==> config.mk <==
export PLATFORM = sky130hd
export DESIGN_NAME = mux_rr_nto1
export DESIGN_NICKNAME = d
export VERILOG_FILES = /design/src/rtl/mux_pkg.sv /design/src/rtl/mux_rr_nto1_arb.sv /design/src/rtl/mux_rr_nto1.sv
export SDC_FILE = /design/constraint.sdc
export NUM_CORES = 1
export LEC_CHECK = 0
export BUFFER_PORTS_ARGS = -buffer_cell sky130_fd_sc_hd__buf_2
export CAP_MARGIN = 20
export CORE_MARGIN = 2
export CORE_UTILIZATION = 35
export CTS_BUF_LIST = sky130_fd_sc_hd__clkbuf_8
export DETAILED_ROUTE_END_ITERATION = 12
export MAX_ROUTING_LAYER = met4
export SYNTH_ARGS = -nofsm -noshare
export SYNTH_HDL_FRONTEND = slang
export SYNTH_SLANG_ARGS = --single-unit
export TNS_END_PERCENT = 5
==> constraint.sdc <==
create_clock -name clk -period 6.5 [get_ports clk]
set_clock_uncertainty 0.15 [all_clocks]
set_input_delay 0.325 -clock clk [delete_from_list [all_inputs] [get_ports clk]]
set_output_delay 0.325 -clock clk [all_outputs]
set_load 0.05 [all_outputs]
==> src/rtl/mux_pkg.sv <==
// Shared helpers and default geometry for the mux family.
// Index-width and onehot decode helpers live here.
package mux_pkg;

  localparam int MUX_WIDTH = 8;
  localparam int MUX_N     = 4;

  function automatic int clog2_min1(input int n);
    return (n < 2) ? 1 : $clog2(n);
  endfunction

  // OR-reduce decode: valid only for a onehot or zero input
  function automatic logic [4:0] oh_to_idx(input logic [31:0] oh);
    logic [4:0] idx;
    idx = '0;
    for (int i = 0; i < 32; i++)
      if (oh[i]) idx = idx | 5'(i);
    return idx;
  endfunction

endpackage

==> src/rtl/mux_rr_nto1_arb.sv <==
// Combinational round-robin arbiter.
// Rotates requests past the last grant, picks lowest, rotates back.
module rr_arbiter
  import mux_pkg::*;
#(
  parameter  int N     = MUX_N,
  localparam int SEL_W = clog2_min1(N)
) (
  input  logic [N-1:0]     req,
  input  logic [SEL_W-1:0] last,
  output logic             gnt_vld,
  output logic [SEL_W-1:0] gnt_idx
);

  logic [N-1:0] rot;
  logic [N-1:0] oh;
  int           start;
  int           pos;

  always_comb begin
    start = (int'(last) >= N - 1) ? 0 : int'(last) + 1;
    rot = '0;
    for (int i = 0; i < N; i++)
      rot[i] = req[(i + start) % N];
    oh = rot & (~rot + N'(1));
    pos = int'(oh_to_idx(32'(oh))) + start;
    if (pos >= N) pos = pos - N;
    gnt_vld = |req;
    gnt_idx = SEL_W'(pos);
  end

endmodule

==> src/rtl/mux_rr_nto1.sv <==
// N-to-1 registered mux with valid/ready per channel.
// Round-robin or fixed (sel_i) steering into one output register.
module mux_rr_nto1
  import mux_pkg::*;
#(
  parameter  int WIDTH = MUX_WIDTH,
  parameter  int N     = MUX_N,
  localparam int SEL_W = clog2_min1(N)
) (
  input  logic               clk,
  input  logic               rst_n,
  input  logic               fixed_i,
  input  logic [SEL_W-1:0]   sel_i,
  input  logic [N*WIDTH-1:0] in_data,
  input  logic [N-1:0]       in_valid,
  output logic [N-1:0]       in_ready,
  output logic [WIDTH-1:0]   out_data,
  output logic [SEL_W-1:0]   out_sel,
  output logic               out_valid,
  input  logic               out_ready
);

  logic [SEL_W-1:0] last;
  logic             rr_vld;
  logic [SEL_W-1:0] rr_idx;
  logic             load;
  logic             gnt_vld;
  logic [SEL_W-1:0] gnt_idx;
  logic             xfer;

  rr_arbiter #(.N(N)) u_arb (
    .req     (in_valid),
    .last    (last),
    .gnt_vld (rr_vld),
    .gnt_idx (rr_idx)
  );

  always_comb begin
    load = !out_valid || out_ready;
    if (fixed_i) begin
      gnt_vld = int'(sel_i) < N;
      gnt_idx = sel_i;
    end else begin
      gnt_vld = rr_vld;
      gnt_idx = rr_idx;
    end
    in_ready = '0;
    if (rst_n && load && gnt_vld)
      in_ready[gnt_idx] = 1'b1;
    xfer = |(in_valid & in_ready);
  end

  // Fixed mode must not disturb the rr pointer
  always_ff @(posedge clk) begin
    if (!rst_n) begin
      out_valid <= 1'b0;
      out_data  <= '0;
      out_sel   <= '0;
      last      <= SEL_W'(N - 1);
    end else if (xfer) begin
      out_valid <= 1'b1;
      out_data  <= in_data[gnt_idx*WIDTH +: WIDTH];
      out_sel   <= gnt_idx;
      if (!fixed_i) last <= gnt_idx;
    end else if (out_ready) begin
      out_valid <= 1'b0;
    end
  end

endmodule

### After elaboration in Yosys (flattened, before gate mapping)

Index checks and enable logic that the tools add are counted.

| word-level totals | value |
|---|---|
| register bits | 13 |
| bits of input ports | 42 |
| output and inout port bits | 15 |
| logic and storage cells | 65 |

| cells by class | value |
|---|---|
| $add $sub $neg | 7 |
| magnitude comparators | 8 |
| shift operators | 1 |
| multiplexer cells | 24 |
| bitwise logic cells | 8 |
| reductions and logical operators | 13 |

Operators by type and width:

| cell | number |
|---|---|
| adder 3 x 32 -> 32 bit, first input constant | 2 |
| adder 2 x 32 -> 32 bit, first input constant | 1 |
| adder 3 x 32 -> 32 bit | 1 |
| greater-or-equal comparator 32 x 4 -> 1 bit, second input constant | 1 |
| 2-to-1 mux 32 bit | 1 |
| variable part select 32 x 6 -> 8 bit | 1 |
| less-than comparator 3 x 4 -> 1 bit, second input constant | 4 |
| 2-to-1 mux 1 bit | 13 |
| bitwise AND 4 bit | 2 |
| binary-select mux 1 bit (select 2 bit) | 4 |
| 2-to-1 mux 2 bit | 4 |
| OR reduction 2 bit | 4 |
| OR reduction 4 bit | 2 |
| adder 4 x 1 -> 4 bit, second input constant | 1 |
| bitwise AND 1 bit | 4 |
| 2-to-1 mux 4 bit | 1 |
| inverter 4 bit | 1 |
| adder 2 x 1 -> 3 bit, second input constant | 1 |
| logical AND 1 bit | 3 |
| less-than comparator 2 x 3 -> 1 bit, second input constant | 1 |
| demux 1 bit (select 2 bit) | 1 |
| greater-or-equal comparator 2 x 1 -> 1 bit, second input constant | 1 |
| greater-or-equal comparator 2 bit, second input constant | 1 |
| AND reduction 2 bit | 1 |
| 5 further kinds | 5 |

### Logic depth before layout (Yosys ltp)

Gate-level depths: netlist of the first run.

| depth | value |
|---|---|
| word-level depth | 26 |
| gate-level depth with buffers | 15 |
| depth with buffers taken out | 12 |

### Hierarchy

A second synthesis of the first run with hierarchy kept.

| unflattened totals | value |
|---|---|
| cell total of the unflattened synthesis | 115 |
| area total of the unflattened synthesis | 1,027.2 µm² |

By module, submodules not included:

| module | times used | cells each | area each (µm²) | seq. area each (µm²) |
|---|---|---|---|---|
| mux_rr_nto1 | 1 | 96 | 915.9 | 260.2 |
| rr_arbiter | 1 | 19 | 111.4 | 0.0 |

### Worst setup path before layout of the first run

OpenSTA, ideal clock, no wires.

| timing path | value |
|---|---|
| path type | reg2out |
| from | reg last[0] |
| to | out in_ready[0] |
| arrival time | 3.161 ns |
| setup slack | 2.864 ns |
| stages on the path, launching flop included | 15 |
| path buffers | 4 |
| cell sequence | dfxtp_1 -> ha_1 -> buf_2 -> nand2_1 -> a21oi_1 -> o21ai_0 -> o21a_1 -> ha_1 -> xnor2_1 -> a2111oi_0 -> a211o_1 -> buf_6 -> buf_6 -> buf_4 -> nor2b_1 |

| on the way | value |
|---|---|
| longest elaborated chain between the ends | 21 |
| elaborated cells on any way between the ends | 35 |
| classes of those cells | 7 x add/sub; 4 x order compare; 21 x mux; 2 x bitwise; 1 x reduce/logical |

RTL lines:

| item | RTL line | RTL |
|---|---|---|
| start, declared | mux_rr_nto1.sv:23 | `logic [SEL_W-1:0] last;` |
| start signal, assigned | mux_rr_nto1.sv:59 | `last <= SEL_W'(N - 1);` |
| start signal, assigned | mux_rr_nto1.sv:64 | `if (!fixed_i) last <= gnt_idx;` |
| adder 2 x 1 -> 3 bit / greater-or-equal comparator 2 bit (equally long branches) | mux_rr_nto1_arb.sv:21 | `start = (int'(last) >= N - 1) ? 0 : int'(last) + 1;` |
| 2-to-1 mux 32 bit (*) | mux_rr_nto1_arb.sv:21 |  |
| adder 2 x 32 -> 32 bit | mux_rr_nto1_arb.sv:24 | `rot[i] = req[(i + start) % N];` |
| binary-select mux 1 bit (select 2 bit) | mux_rr_nto1_arb.sv:24 |  |
| 2-to-1 mux 1 bit (implied by the code) (2 in a row) | mux_rr_nto1_arb.sv:24 |  |
| inverter 4 bit | mux_rr_nto1_arb.sv:25 | `oh = rot & (~rot + N'(1));` |
| adder 4 x 1 -> 4 bit | mux_rr_nto1_arb.sv:25 |  |
| bitwise AND 4 bit | mux_rr_nto1_arb.sv:25 |  |
| [... 4 more ...] | n/a |  |
| greater-or-equal comparator 32 x 4 -> 1 bit / subtractor 2 x 1 -> 2 bit (equally long branches) | mux_rr_nto1_arb.sv:27 | `if (pos >= N) pos = pos - N;` |
| 2-to-1 mux 2 bit (*) | mux_rr_nto1_arb.sv:27 |  |
| 2-to-1 mux 2 bit (*) | mux_rr_nto1.sv:40 | `if (fixed_i) begin` |
| less-than comparator 2 x 3 -> 1 bit (implied by the code) / greater-or-equal comparator 2 x 1 -> 1 bit (equally long branches) | mux_rr_nto1.sv:49 | `in_ready[gnt_idx] = 1'b1;` |
| logical AND 1 bit (implied by the code) | mux_rr_nto1.sv:49 |  |
| 2-to-1 mux 1 bit (implied by the code) | mux_rr_nto1.sv:49 |  |
| demux 1 bit (select 2 bit) (*) | mux_rr_nto1.sv:49 |  |
| 2-to-1 mux 4 bit (*) | mux_rr_nto1.sv:48 | `if (rst_n && load && gnt_vld)` |
| end, declared | mux_rr_nto1.sv:16 | `output logic [N-1:0] in_ready,` |

Every way passes the cells marked *; elsewhere a longest branch is shown, timed or not. The select of a mux whose other input is x is not followed.

### Worst setup path in the final report of the first run

Ends and elaborated chain as after synthesis.

==> metrics, run 1 <==
# clock sinks=13; crit path DAT=~3.5 ns; relative slew slack=0.286; Final Critical Period=4.00 ns; Final Wtd Congestion=0.836; Leak=around 0.7 nW; detailed-route wire length per cell=12.4 um; PD cells=206 nW/um2; Hold Crit Class=primary input to flop; first-pass GRT wire length=5.66 mm; status=finished clean; clock root cell=clkbuf_8; post-synthesis sequential area ratio=0.215; global route overflow=0; Longest Clk Path Bufs=2; Crit. End Element=primary output; Unique masters post-synth=between 40 and 50; Max Clock Freq=roughly 0.25 GHz; Placed Cells=between 200 and 300; Placement Cell Area=about 1500 um2; # resized after CTS=0; Worst-Margin Slew=roughly 1.1 ns; share of cells above drive strength 1=0.308; DRT Wirelength=3.31 mm; First DRT Iteration DRCs=about 100; Final ANT Viol Nets=0; Setup crit start kind=flop; die width=about 63 um; I/O Pins=57; hold slack final=0.256 ns; Setup Fix Bufs, Post-CTS=0; # H-tree levels=1; Avg Cell Area, Syn=between 7 and 8 um2; clk slew on worst S/H paths=0.06 ns; vias in the first global route=1274; final hold vios=0; routed vias=around 1400; Detailed Place HPWL=between 2 and 3 mm; multi-input logic area=855 um2; setup TNS=0 ns; DIE HEIGHT=62.8 um; Worst EP required=around 6 ns; Rows=21; largest net degree at the start of global routing=28; Seq. cell area=260 um2; Max Fanout on Critical Path=27; Initial Util=0.362; Crit Path Category=flop to primary output; Final period util=0.616; synthesis-stage register bit count=13; Non-Filler Instances=267; Antenna diodes=0; area grow syn2layout=26.5%; DRT Pass-1 Iters=4; core area=3340 um2; DR vias/cell=roughly 5.1; All-Layer GR Usage=0.183; max-cap violations=0; post-route cell area=about 1500 um2; synthesized cell area=1210 um2; IO buf count=56; Syn Inst Count=172; cts hold-fix bufs=0; Finish-stage setup viols=0; CTS buffer count=3; antenna violations before repair=0; die area=3940 um2; Final Net Count=266; DRC viols=0; Fillers=374; setup repair after global routing missed its margin=false; Peak VDD IR=0.147 mV; yosys warns=0; Slew Viols, Final=0; CTS tree=yes; clk_lat worst skew=around 0.25 ns; Syn Nets=216
placed cells by master, fill, tap and decap left out, types with 3 or more instances in the layout:
cell type / n
or3_1: 9
o2111a_1: 8
inv_1: 4
nor3_1: 3
a21oi_1: 4
dfxtp_1: 13
mux2i_1: 3
nand4_1: 9
nor2b_1: 7
buf_2: 56
clkbuf_8: 3
and3_1: 3
nor2_1: 33
o21a_1: 3
nand2_1: 26
nand2b_1: 5
critical path, cell delays in order, from the launching register on:
cell	delay [ns]
dfxtp_1	0.35
ha_1	0.53
nand2_1	0.09
a21oi_1	0.14
o21ai_0	0.08
o21a_1	0.17
ha_1	0.21
xnor2_1	0.12
a2111oi_0	0.42
a211o_1	0.68
nor2b_1	0.21
buf_2	0.27
sequential cells by signal (all words and copies together) (netlist names):
signal and cells:
last 2, out_data 8, out_sel 2, out_valid 1
per-layer routing:
| metal | part of all wire | vias to the layer above | track usage |
|---|---|---|---|
| met5 | 0 | - | - |
| met3 | 0.049 | 2 | 0.0432 |
| met2 | 0.50 | 39 | 0.315 |
| met1 | 0.45 | 617 | 0.213 |
| li1 | - | 707 | - |
| met4 | 0.0067 | 0 | 0.0528 |
path summary, 6_finish.rpt:
path                   start          end  slack, ns  cells past startpoint
hold / removal         rst_n      last[0]       0.26                      2
setup / recovery     last[0]  in_ready[0]       2.50                     11
hold reg to reg   out_sel[0]   out_sel[0]       0.31                      2
setup reg to reg     last[0]  out_data[0]       2.68                     13
where the power goes:
group	switching [W]	total, W	internal (W)
Clock	0.0000307	0.0000731	0.0000424
Combinational	0.0000969	0.000147	0.0000498
Sequential	0.00000569	0.0000957	0.0000900
Yosys cell counts:
library cell | number | share of area
a2111o_1 | 1 | 0.0093
a2111oi_0 | 1 | 0.0072
a211o_1 | 1 | 0.0072
a211oi_1 | 1 | 0.0062
a21boi_0 | 1 | 0.0062
a21boi_1 | 1 | 0.0062
a21o_1 | 1 | 0.0062
a21oi_1 | 4 | 0.017
a41o_1 | 1 | 0.0083
a41oi_1 | 1 | 0.0072
and2_1 | 2 | 0.010
and3_1 | 3 | 0.016
buf_1 | 1 | 0.0031
buf_2 | 3 | 0.012
buf_4 | 1 | 0.0062
buf_6 | 3 | 0.028
clkbuf_1 | 5 | 0.016
dfxtp_1 | 13 | 0.22
ha_1 | 2 | 0.021
inv_1 | 4 | 0.012
mux2_2 | 1 | 0.0093
mux2i_1 | 3 | 0.025
mux2i_4 | 1 | 0.019
nand2_1 | 26 | 0.081
nand2b_1 | 5 | 0.026
nand4_1 | 9 | 0.047
nor2_1 | 33 | 0.10
nor2_2 | 1 | 0.0052
nor2b_1 | 7 | 0.036
nor3_1 | 3 | 0.012
nor3b_1 | 1 | 0.0062
o2111a_1 | 8 | 0.075
o211ai_1 | 1 | 0.0062
o21a_1 | 3 | 0.019
o21ai_0 | 2 | 0.0083
o21ai_1 | 2 | 0.0083
o221a_2 | 1 | 0.0093
o311ai_1 | 1 | 0.0072
o31a_1 | 1 | 0.0072
or2_2 | 2 | 0.010
or3_1 | 9 | 0.047
xnor2_1 | 1 | 0.0072
xor2_1 | 1 | 0.0072
stage by stage:
step	utilization	setup WS, ns	total power, W
floorplan	-	2.86	0.000212
global placement	0.442	2.73	0.000245
detailed placement	0.444	2.67	0.000245
CTS	0.458	2.50	0.000319
global route	0.458	2.20	0.000335
finish	0.458	2.50	0.000316
final cells by class:
cell class	instances	area share
Clock buffer	3	0.0270
Clock inverter	1	0.00327
Inverter	4	0.00982
Multi-Input combinational cell	142	0.559
Sequential cell	13	0.170
Tap cell	46	0.0376
Timing Repair Buffer	58	0.193
cells by family (layout without fill, tap and decap cells):
kind of cell / after synthesis / after routing / synth area share
and+or+nand+nor: 101 / 101 / 0.399
adders and majority gates: 2 / 2 / 0.0207
muxes: 5 / 5 / 0.0528
AOI/OAI and AO/OA: 32 / 32 / 0.221
xor gates and xnor gates: 2 / 2 / 0.0145
DFF: 13 / 13 / 0.215
buffers and inverters: 17 / 66 / 0.0776
Power figures use the tool's default switching activity.
==> run 2, diff against run 1 <==
ABC_AREA = 1   (was unset)
PLACE_DENSITY = 0.66   (was unset)
clock period = 3.6 ns   (was 6.5 ns; I/O delays follow)
==> run 2 against run 1 <==
  * Global-route usage shrank 2.7 points
  * Core utilization up 0.89 points
  * Die area down 0.87%
  * Final area is 1.1% higher
  * Power grew 140%
  * Area after synthesis fell by 0.93%
  * Combinational power rose to 3.0 times the previous value
  * Largest cell class unchanged
  * Synthesized cell count up 20%
  * Non-clock buffer count unchanged
  * Count of clock-buffer cells in the layout stayed put
  * Hold slack worse by 0.21 ns
==> metrics, run 2 <==
status=finished clean; PD cells=487 nW/um2 (+140%); cts hold-fix bufs=0 (unchanged); Worst-Margin Slew=0.396 ns (-0.660 ns); # H-tree levels=1 (unchanged); Async SR Flop Fraction=0 (unchanged); Fillers=371 (-0.80%); detailed-route wire length per cell=10.2 um (-18%); Leak=0.872 nW (+23%); Initial Util=0.362 (-0.000527); Setup crit start kind=flop; Max Clock Freq=0.316 GHz; Final Net Count=305 (+15%); Placed Cells=302 (+15%); global route overflow=0 (unchanged); I/O Pins=57 (unchanged); Setup Fix Bufs, Post-CTS=0 (unchanged); relative slew slack=0.735 (+0.449); Non-Filler Instances=306 (+15%); Slew Viols, Final=0 (unchanged); CTS buffer count=3 (unchanged); share of cells above drive strength 1=0.323 (+0.0154); synth cell count leaders=nand2_1, nor2_1, inv_1; DR vias/cell=4.52 (-12%); leading cell type by number of instances after synthesis=nand2_1; yosys warns=0 (unchanged); Peak VDD IR=0.196 mV (+34%); final hold vios=0 (unchanged); Final period util=0.879; IO buf count=56 (unchanged); routed vias=1383 (+1.3%); Hold Crit Class=primary input to flop; biggest regs=out_data (8), last (2), out_sel (2); DRT Wirelength=3.13 mm (-5.5%); Crit. End Element=flop; commonest non-fill, non-tap cell in the layout=nand2_1; vias in the first global route=1162 (-8.8%); First DRT Iteration DRCs=40 (-61%); Avg Cell Area, Syn=5.81 um2 (-17%); setup repair after global routing missed its margin=false; clk_lat worst skew=0.24 ns (about the same); Crit Path Category=flop to flop; die area=3910 um2 (-0.87%); # clock sinks=13 (unchanged); Syn Inst Count=206 (+20%); DIE HEIGHT=62.5 um (-0.44%); Syn Nets=250 (+16%); core area=3310 um2 (-0.79%); largest net degree at the start of global routing=17 (-39%); synthesized cell area=1200 um2 (-0.93%); Top reg by flops=out_data; Post-synth top flop=dfxtp_1; post-synth top area cell=dfxtp_1; EDFF count, synth=0 (unchanged); max-cap violations=0 (unchanged); Antenna diodes=0 (unchanged); die width=62.5 um (-0.44%); All-Layer GR Usage=0.157 (-0.0266); synthesis-stage register bit count=13 (unchanged); clock root cell=clkbuf_8; share of the synthesized area in the top cell type=0.217 (+0.00202); most frequent cells in the layout=nand2_1, buf_2, nor2_1; antenna violations before repair=0 (unchanged); post-synthesis sequential area ratio=0.217 (+0.00202); Unique masters post-synth=25 (-42%); max reg flops=8 (unchanged); Finish-stage setup viols=0 (unchanged); area grow syn2layout=29.2%; Longest Clk Path Bufs=2 (unchanged); CTS tree=yes; first-pass GRT wire length=5.00 mm (-12%); Worst EP required=3.58 ns (-2.44 ns); DRC viols=0 (unchanged); synth top area cells=dfxtp_1, nand2_1, nor2_1, inv_1, o211ai_1; Final Wtd Congestion=0.841 (+0.53%); Detailed Place HPWL=2.58 mm (+2.4%); Rows=21 (unchanged); clk slew on worst S/H paths=0.06 ns (about the same); Final Critical Period=3.16 ns; Max Fanout on Critical Path=16 (-41%); DRT Pass-1 Iters=4 (unchanged); setup TNS=0 ns (unchanged); Final ANT Viol Nets=0 (unchanged); crit path DAT=3.14 ns (-0.39 ns)
==> run 2: cell count changes in the layout (fill, tap and decap cells not counted), moves of 9 or more <==
cell and delta:
or3_1 -9, nand3_1 +11, nand2_1 +31, inv_1 +18
==> run 2: cells by family after synthesis <==
logic type,Yosys count,synth area share
DFF,13,0.217
xor gates and xnor gates,1,0.00732
adders and majority gates,2,0.0209
AOI/OAI and AO/OA,30,0.162
and+or+nand+nor,130,0.474
buffers and inverters,30,0.118
==> run 2: worst max-delay path, stage by stage (launching register included) <==
cell	delay (ns)
dfxtp_1	0.36
ha_1	0.42
inv_1	0.13
nand2_1	0.08
nand2_1	0.08
nand2_1	0.06
nand2_1	0.07
inv_1	0.05
nand2_1	0.06
nand2_1	0.07
inv_1	0.04
ha_1	0.29
o21ai_2	0.20
inv_1	0.22
or2_2	0.33
o211ai_1	0.09
o31ai_1	0.11
o21ai_1	0.17
nor2_1	0.06
==> run 2: metrics by stage <==
| stage | setup WS, ns | hold WS, ns | util | cell area (um2) | total power [W] |
|---|---|---|---|---|---|
| finish | 0.436 | 0.0439 | 0.467 | 1550 | 0.000753 |
| global route | 0.116 | 0.0684 | 0.467 | 1550 | 0.000810 |
| CTS | 0.309 | 0.0440 | 0.464 | 1540 | 0.000755 |
| detailed placement | 0.338 | 0.304 | 0.450 | 1490 | 0.000627 |
| global placement | 0.393 | 0.308 | 0.450 | 1490 | 0.000625 |
| floorplan | 0.244 | 0.162 | - | 1200 | 0.000538 |
==> run 2: worst paths after layout <==
path,to,from,cells past startpoint,slack (ns)
worst max register to register,out_data[0],last[0],18,0.44
worst min register to register,last[1],last[1],2,0.31
worst max-delay path,out_data[0],last[0],18,0.44
worst min-delay path,out_valid,out_ready,4,0.04
==> run 2: final cells by class <==
cell class,count,area (um2),share of cell area
clock inverters,1,3.75,0.00243
flip-flops and latches,13,260,0.168
inverters,22,82.6,0.0534
repair buffers,58,295,0.191
multi-input cells,163,806,0.521
clock buffers,3,41.3,0.0267
well taps,46,57.6,0.0372
==> run 2: metal layers <==
metal  global-route usage  up-vias  wire length (um)
met5                    -        -                 0
met4               0.0417        0                27
met3               0.0198        4               129
met2                0.250       34              1450
met1                0.209      579              1520
li1                     -      766                 -
==> run 2: where the power goes <==
part	switching, W	internal, W
sequential	0.0000152	0.000171
clock	0.0000514	0.0000752
combinational	0.000303	0.000137
==> run 2: timing repair <==
item                                    CTS  global route
endpoints found under the setup margin    0             4
gates resized for setup                   0             2
endpoints found under the hold margin     0             0
